### config.mk
export PLATFORM = sky130hd
export DESIGN_NAME = mac_tcdm_sink
export DESIGN_NICKNAME = d
export VERILOG_FILES = /design/src/rtl/mac_tcdm_sink.sv
export SDC_FILE = /design/constraint.sdc
export NUM_CORES = 1
export LEC_CHECK = 0
export BUFFER_PORTS_ARGS = -buffer_cell sky130_fd_sc_hd__clkbuf_2
export CORE_ASPECT_RATIO = 2
export CORE_MARGIN = 10
export CORE_UTILIZATION = 40
export CTS_CLUSTER_SIZE = 12
export DETAILED_ROUTE_END_ITERATION = 6
export PLACE_DENSITY = 0.61
export SLEW_MARGIN = 20
export SYNTH_ARGS = -nofsm -noshare
export SYNTH_HDL_FRONTEND = slang
export SYNTH_SLANG_ARGS = --single-unit
### constraint.sdc
create_clock -name clk_i -period 4.8 [get_ports clk_i]
set_input_delay 0.96 -clock clk_i [delete_from_list [all_inputs] [get_ports clk_i]]
set_output_delay 0.96 -clock clk_i [all_outputs]
set_load 0.02 [all_outputs]
### src/rtl/mac_tcdm_sink.sv
// Write-side streamer: drains the engine's result stream into TCDM at strided addresses.
// One output request register gives 1 word/cycle when grants arrive back-to-back.
module mac_tcdm_sink #(
  parameter int DATA_WIDTH   = 32,
  parameter int ADDR_WIDTH   = 32,
  parameter int CNT_WIDTH    = 11,
  parameter int STRIDE_WIDTH = 16
) (
  input  logic                    clk_i,
  input  logic                    rst_ni,
  input  logic                    clear_i,
  input  logic                    start_i,
  input  logic [ADDR_WIDTH-1:0]   base_addr_i,
  input  logic [CNT_WIDTH-1:0]    len_i,
  input  logic [STRIDE_WIDTH-1:0] stride_i,
  input  logic [DATA_WIDTH-1:0]   in_data_i,
  input  logic [DATA_WIDTH/8-1:0] in_strb_i,
  input  logic                    in_valid_i,
  output logic                    in_ready_o,
  output logic                    tcdm_req_o,
  input  logic                    tcdm_gnt_i,
  output logic [ADDR_WIDTH-1:0]   tcdm_add_o,
  output logic                    tcdm_wen_o,
  output logic [DATA_WIDTH/8-1:0] tcdm_be_o,
  output logic [DATA_WIDTH-1:0]   tcdm_data_o,
  output logic                    busy_o,
  output logic                    done_o,
  output logic [CNT_WIDTH-1:0]    cnt_o
);

  typedef enum logic [1:0] {IDLE, RUN, DONE} state_e;

  state_e                  state;
  logic [CNT_WIDTH-1:0]    len_q;
  logic [CNT_WIDTH-1:0]    acc_cnt;
  logic [CNT_WIDTH-1:0]    gnt_cnt;
  logic [STRIDE_WIDTH-1:0] stride_q;
  logic [ADDR_WIDTH-1:0]   addr_ptr;
  logic                    req_q;
  logic [ADDR_WIDTH-1:0]   add_q;
  logic [DATA_WIDTH-1:0]   data_q;
  logic [DATA_WIDTH/8-1:0] be_q;
  logic                    done_q;
  logic                    accept;
  logic                    grant;
  logic                    last_grant;

  // Valid/ready: a beat transfers on the edge where in_valid_i && in_ready_o;
  // ready may look at gnt because a granted slot frees the request register this cycle.
  assign grant      = req_q && tcdm_gnt_i;
  assign in_ready_o = (state == RUN) && (acc_cnt < len_q) && (!req_q || tcdm_gnt_i);
  assign accept     = in_valid_i && in_ready_o;
  assign last_grant = grant && ((gnt_cnt + CNT_WIDTH'(1)) == len_q);

  assign tcdm_req_o  = req_q;
  assign tcdm_add_o  = add_q;
  assign tcdm_data_o = data_q;
  assign tcdm_be_o   = be_q;
  assign tcdm_wen_o  = 1'b0;
  assign busy_o      = (state != IDLE);
  assign done_o      = done_q;
  assign cnt_o       = gnt_cnt;

  always_ff @(posedge clk_i or negedge rst_ni) begin
    if (!rst_ni) begin
      state    <= IDLE;
      len_q    <= '0;
      acc_cnt  <= '0;
      gnt_cnt  <= '0;
      stride_q <= '0;
      addr_ptr <= '0;
      req_q    <= 1'b0;
      add_q    <= '0;
      data_q   <= '0;
      be_q     <= '0;
      done_q   <= 1'b0;
    end else if (clear_i) begin
      // Abort: any un-granted request is simply dropped.
      state   <= IDLE;
      acc_cnt <= '0;
      gnt_cnt <= '0;
      req_q   <= 1'b0;
      add_q   <= '0;
      data_q  <= '0;
      be_q    <= '0;
      done_q  <= 1'b0;
    end else begin
      done_q <= 1'b0;
      case (state)
        IDLE: begin
          if (start_i) begin
            len_q    <= len_i;
            stride_q <= stride_i;
            addr_ptr <= base_addr_i;
            acc_cnt  <= '0;
            gnt_cnt  <= '0;
            if (len_i == '0) begin
              state  <= DONE;
              done_q <= 1'b1;
            end else begin
              state <= RUN;
            end
          end
        end
        RUN: begin
          if (accept) begin
            req_q    <= 1'b1;
            add_q    <= addr_ptr;
            data_q   <= in_data_i;
            be_q     <= in_strb_i;
            addr_ptr <= addr_ptr + ADDR_WIDTH'(stride_q);
            acc_cnt  <= acc_cnt + CNT_WIDTH'(1);
          end else if (grant) begin
            req_q <= 1'b0;
          end
          if (grant) begin
            gnt_cnt <= gnt_cnt + CNT_WIDTH'(1);
          end
          // The final grant can never coincide with an accept, so req is already dropping.
          if (last_grant) begin
            state  <= DONE;
            done_q <= 1'b1;
          end
        end
        DONE:    state <= IDLE;
        default: state <= IDLE;
      endcase
    end
  end

endmodule

# Yosys cells after proc, flatten, opt, wreduce, memory -nomap -nowiden

Cells that the tools add are included.

$add $sub $neg: 3
Order comparisons: 1
Equality and inequality tests: 8
Multiplexer cells: 33
Bitwise operators: 1
Reduce and logical (&&, ||, !) cells: 22

Operators with widths:

| kind                    | count |
|---|---|
| $mux W32                | 8 |
| $pmux W32 S2            | 1 |
| $mux W11                | 5 |
| $pmux W11 S2            | 2 |
| $add A32 B16 Y32        | 1 |
| $add A11 B1 Y11 const B | 2 |
| $mux W4                 | 3 |
| $ne A3 B3 Y1 const B    | 4 |
| $eq A11 B11 Y1          | 1 |
| $logic_not A11 Y1       | 1 |
| $lt A11 B11 Y1          | 1 |
| $reduce_and A3 Y1       | 3 |
| $mux W1                 | 8 |
| $mux W2                 | 4 |
| $reduce_bool A2 Y1      | 4 |
| $reduce_and A2 Y1       | 3 |
| $reduce_bool A3 Y1      | 2 |
| $logic_and A1 B1 Y1     | 5 |
| $ne A2 B2 Y1 const B    | 2 |
| $pmux W2 S2             | 1 |
| $reduce_and A4 Y1       | 1 |
| $eq A2 B1 Y1 const B    | 1 |
| $logic_not A2 Y1        | 1 |
| $pmux W1 S2             | 1 |
| 3 further kinds         | 3 |

Register bits: 153
Input port bits: 101
Output and inout port bits: 84
Logic and storage cells: 79

# Logic depth before layout (Yosys ltp)

Depth after elaboration: 7
Depth in mapped cells: 11
Mapped depth without buffers: 10

# Worst setup path before layout

No wires, ideal clock.

Path type: input-to-reg
Start: input clear_i
End: register addr_ptr[31]
Setup time: 99 ps
Arrival: 2779 ps
Path slack: 1922 ps
Stages: 10
Buffers on the path: 3
Cell sequence: clkbuf_1 > nor2_1 > and2_1 > clkbuf_1 > nand2_1 > a211oi_2 > or2_2 > buf_2 > o22ai_1 > a311oi_1

Word-level cells in the longest chain between the ends: 2

RTL lines:

| item                               | line | RTL |
|---|---|---|
| start: declaration                 | 11   | `input logic clear_i,` |
| $not A1 Y1 (no source line)        | --   |  |
| $reduce_and A4 Y1 (no source line) | --   |  |
| end signal: assignment             | 94   | `addr_ptr <= base_addr_i;` |
| end signal: assignment             | 111  | `addr_ptr <= addr_ptr + ADDR_WIDTH'(stride_q);` |
| end: declaration                   | 38   | `logic [ADDR_WIDTH-1:0] addr_ptr;` |

Every way passes these cells.
A chain may end at the register's enable or synchronous reset.

# Worst setup path after layout

Start: register len_q[2]
End: output in_ready_o

Word-level cells in the longest chain between the ends: 3

RTL lines:

| item                              | line | RTL |
|---|---|---|
| start: declaration                | 34   | `logic [CNT_WIDTH-1:0] len_q;` |
| start signal: assignment          | 92   | `len_q <= len_i;` |
| $lt A11 B11 Y1                    | 51   | `assign in_ready_o = (state == RUN) && (acc_cnt < len_q) && (!req_q \|\| tcdm_gnt_i);` |
| $logic_and A1 B1 Y1 (2 in series) | 51   |  |
| end: declaration                  | 19   | `output logic in_ready_o,` |

Every way passes these cells.

==> out/summary.txt <==
sequential-to-total area share from yosys stat: 0.499
slowest library cell on the worst path: sky130_fd_sc_hd__dfrtp_1
clock tree from TritonCTS: done
endpoint kind of the worst setup timing path: primary output
share of the clock period used by the worst path after layout: 0.720
number of fill cells in the layout: 1849
Tot Pwr: 3960 uW
ordered cell list for the critical path: inv_1 -> ha_1 -> a211o_1 -> a31oi_1 -> o21ai_0 -> a21oi_1 -> clkbuf_2
Leakage Power: 0.00473 uW
TritonCTS sink count: 153
maximum root-to-sink buffer count: 2
drt total wl: 24700 um
routed len/inst: 20.1 um
total area of multi-input combinational cells: 3620 um2
share of async-settable or async-resettable flops after synthesis: 1.00
CP peak stage delay: 0.40 ns
gr usage total: 0.194
arrival time worst endpoint: 2.49 ns
Netlist cell types: 53
total of buffers placed on input and output ports: 183
Max Fanout on Critical Path: 4
number of enable flip-flop cells after synthesis: 0
placeable core region: 18800 um2
Detailed Route Iter0 Violations: 572
R2R setup slack: 1.54 ns
Die X: 118 um
actual transition at the worst max-transition pin: 0.981 ns
Row Count: 71
Worst path top cell family by delay: compound AO/OA/AOI/OAI gates
Seq cells post-synth: 153
Post-route DRC: 0
total vias in the final route: 6689
I/O pin total: 185
start-to-end type of the worst setup path: flop to primary output
mean post-synth cell area: 9.69 um2
number of logic stages on the critical path including buffering: 7
antenna violations before repair: 1
final setup violation count: 0
Post-CTS Repair Setup Buffers: 0
Min Clock Period, post-route: 3.45 ns
highest ir drop seen on vdd: 0.000268 V
Register-to-Register Path Depth: 9
maximum clock rate: 290 MHz
number of buffer and inverter stages on the critical path: 2
top_reg_cell synth: sky130_fd_sc_hd__dfrtp_1
post-synthesis instance area: 7680 um2
total of cells resized after clock tree synthesis: 0
clock latency at the later pin of the worst-skew pair: 0.42 ns
master cell of the clock root buffer: sky130_fd_sc_hd__clkbuf_16
Util after Layout: 0.503
yosys warns: 0
critical path launch point type: flop
worst min-delay path category: primary input to async pin
status: finished clean
Post-Synthesis Net Count: 922
final non-filler cell total: 1228
area of all sequential standard cells: 3830 um2
number of instances in the synthesized netlist: 792
Clock transition at path regs: 0.06 ns
initial core utilization: 0.408
total die area: 25500 um2
via count of the first global-routing pass: 7062
die outline height: 216 um
synthesis-to-layout area growth: 23.4%
PwrDens: 418 nW/um2
endpoint required time on the critical path: 3.84 ns
Vias/cell: 5.45
final setup skew: 0.00888 ns
clock buffers created by TritonCTS: 17
maxcap violations: 0
setup repair after global routing missed its margin: no
total count of hold-check failures in the final report: 0
slew margin rel.: 0.341
placed cell count: 1194
fin. max-slew vios: 0
aggregate negative setup slack: 0 ns
hpwl dp: 18400 um
share of layout cells above drive strength 1: 0.249
Final nets: 1089
H-Tree Depth: 4
Antenna Nets Post-Route: 0
placer congestion estimate: 0.926
global route overflow: 0
maximum number of pins on one net before global-route repair: 111
detailed-router iteration count before antenna repair: 5
hold-fix buffers at CTS: 0
wire length of the first global-routing pass: 39400 um
## power breakdown
part           switching [uW]  total, uW  internal, uW
logic                     614       1030           413
clock network             564       1360           801
registers                 138       1570          1430
## Yosys cell counts, types with 8 or more instances
| master | instances | area (um2) |
|---|---|---|
| sky130_fd_sc_hd__nand2_1 | 121 | 454 |
| sky130_fd_sc_hd__nor2_1 | 51 | 191 |
| sky130_fd_sc_hd__a21o_1 | 8 | 60.1 |
| sky130_fd_sc_hd__a21oi_1 | 43 | 215 |
| sky130_fd_sc_hd__xnor2_1 | 17 | 149 |
| sky130_fd_sc_hd__xor2_1 | 8 | 70.1 |
| sky130_fd_sc_hd__nor3_1 | 11 | 55.1 |
| sky130_fd_sc_hd__ha_1 | 28 | 350 |
| sky130_fd_sc_hd__o31ai_1 | 12 | 90.1 |
| sky130_fd_sc_hd__a22o_1 | 68 | 596 |
| sky130_fd_sc_hd__inv_1 | 20 | 75.1 |
| sky130_fd_sc_hd__a311oi_1 | 10 | 87.6 |
| sky130_fd_sc_hd__nand3_1 | 16 | 80.1 |
| sky130_fd_sc_hd__o22ai_1 | 12 | 75.1 |
| sky130_fd_sc_hd__and3_1 | 19 | 119 |
| sky130_fd_sc_hd__buf_2 | 9 | 45.0 |
| sky130_fd_sc_hd__a31oi_1 | 12 | 75.1 |
| sky130_fd_sc_hd__o21ai_0 | 60 | 300 |
| sky130_fd_sc_hd__dfrtp_1 | 153 | 3830 |
| sky130_fd_sc_hd__clkbuf_1 | 35 | 131 |
## logic make-up after synthesis
| family | synth area share |
|---|---|
| adder cells (fa/ha/maj) | 0.0482 |
| other | 0.000489 |
| multiplexers | 0.00522 |
| buffers and inverters | 0.0352 |
| XOR/XNOR | 0.0285 |
| flip-flops | 0.499 |
| AO/OA/AOI/OAI | 0.230 |
| AND/OR/NAND/NOR | 0.154 |
## registers in the layout (all words and copies together), names as in the netlist
signal,count
addr_ptr,32
tcdm_add_o,32
tcdm_data_o,32
stride_q,16
acc_cnt,11
cnt_o,11
len_q,11
tcdm_be_o,4
state,2
done_o,1
tcdm_req_o,1
## through the flow
stage                     hold WS, ns  instance area (um2)  setup slack, ns
after floorplan                 0.452                 7680             1.92
after global placement          0.467                 8840             1.36
after detailed placement        0.470                 8840             1.27
after CTS                       0.488                 9440             1.30
after global routing            0.418                 9470             1.21
final                           0.418                 9470             1.35
## per-layer routing
metal  GRT usage  vias to the layer above  share of wire
li1            -                     3218              -
met1       0.202                     3272           0.37
met2       0.363                      163           0.56
met3      0.0340                       36          0.032
met4       0.100                        0          0.036
met5           0                        -              0
## placed cells by master (no fill, tap or decap), types with 3 or more instances in the layout
| master | instances |
|---|---|
| sky130_fd_sc_hd__a211oi_1 | 7 |
| sky130_fd_sc_hd__a21o_1 | 8 |
| sky130_fd_sc_hd__a21oi_1 | 43 |
| sky130_fd_sc_hd__a22o_1 | 68 |
| sky130_fd_sc_hd__a311oi_1 | 9 |
| sky130_fd_sc_hd__a31oi_1 | 12 |
| sky130_fd_sc_hd__and2_1 | 7 |
| sky130_fd_sc_hd__and3_1 | 19 |
| sky130_fd_sc_hd__and4_1 | 3 |
| sky130_fd_sc_hd__buf_4 | 11 |
| sky130_fd_sc_hd__clkbuf_16 | 17 |
| sky130_fd_sc_hd__clkbuf_2 | 182 |
| sky130_fd_sc_hd__clkinv_4 | 4 |
| sky130_fd_sc_hd__dfrtp_1 | 153 |
| sky130_fd_sc_hd__ha_1 | 28 |
| sky130_fd_sc_hd__inv_1 | 20 |
| sky130_fd_sc_hd__inv_6 | 3 |
| sky130_fd_sc_hd__mux2i_1 | 4 |
| sky130_fd_sc_hd__nand2_1 | 121 |
| sky130_fd_sc_hd__nand2b_1 | 5 |
| sky130_fd_sc_hd__nand3_1 | 16 |
| sky130_fd_sc_hd__nand4_1 | 6 |
| sky130_fd_sc_hd__nor2_1 | 48 |
| sky130_fd_sc_hd__nor2_4 | 3 |
| sky130_fd_sc_hd__nor2b_1 | 4 |
| sky130_fd_sc_hd__nor3_1 | 11 |
| sky130_fd_sc_hd__nor4_1 | 5 |
| sky130_fd_sc_hd__o21a_1 | 4 |
| sky130_fd_sc_hd__o21ai_0 | 60 |
| sky130_fd_sc_hd__o22ai_1 | 12 |
| sky130_fd_sc_hd__o31ai_1 | 12 |
| sky130_fd_sc_hd__or2_2 | 3 |
| sky130_fd_sc_hd__xnor2_1 | 17 |
| sky130_fd_sc_hd__xor2_1 | 8 |
## final cells by class
class,count,share of cell area
timing repair buffer,195,0.109
inverter,20,0.00793
multi-input combinational,572,0.382
tap,255,0.0337
sequential,153,0.404
antenna,1,0.000264
clock buffer,20,0.0482
clock inverter,12,0.0149
## path summary, 6_finish.rpt
path                              from               to
setup / recovery              len_q[2]       in_ready_o
hold / removal                  rst_ni   tcdm_add_o[25]
setup reg to reg              len_q[2]     addr_ptr[17]
hold reg to reg            stride_q[2]      stride_q[2]
max in group asynchronous       rst_ni  tcdm_data_o[11]
min in group clk_i         stride_q[2]      stride_q[2]
Power figures use the tool's default switching activity.
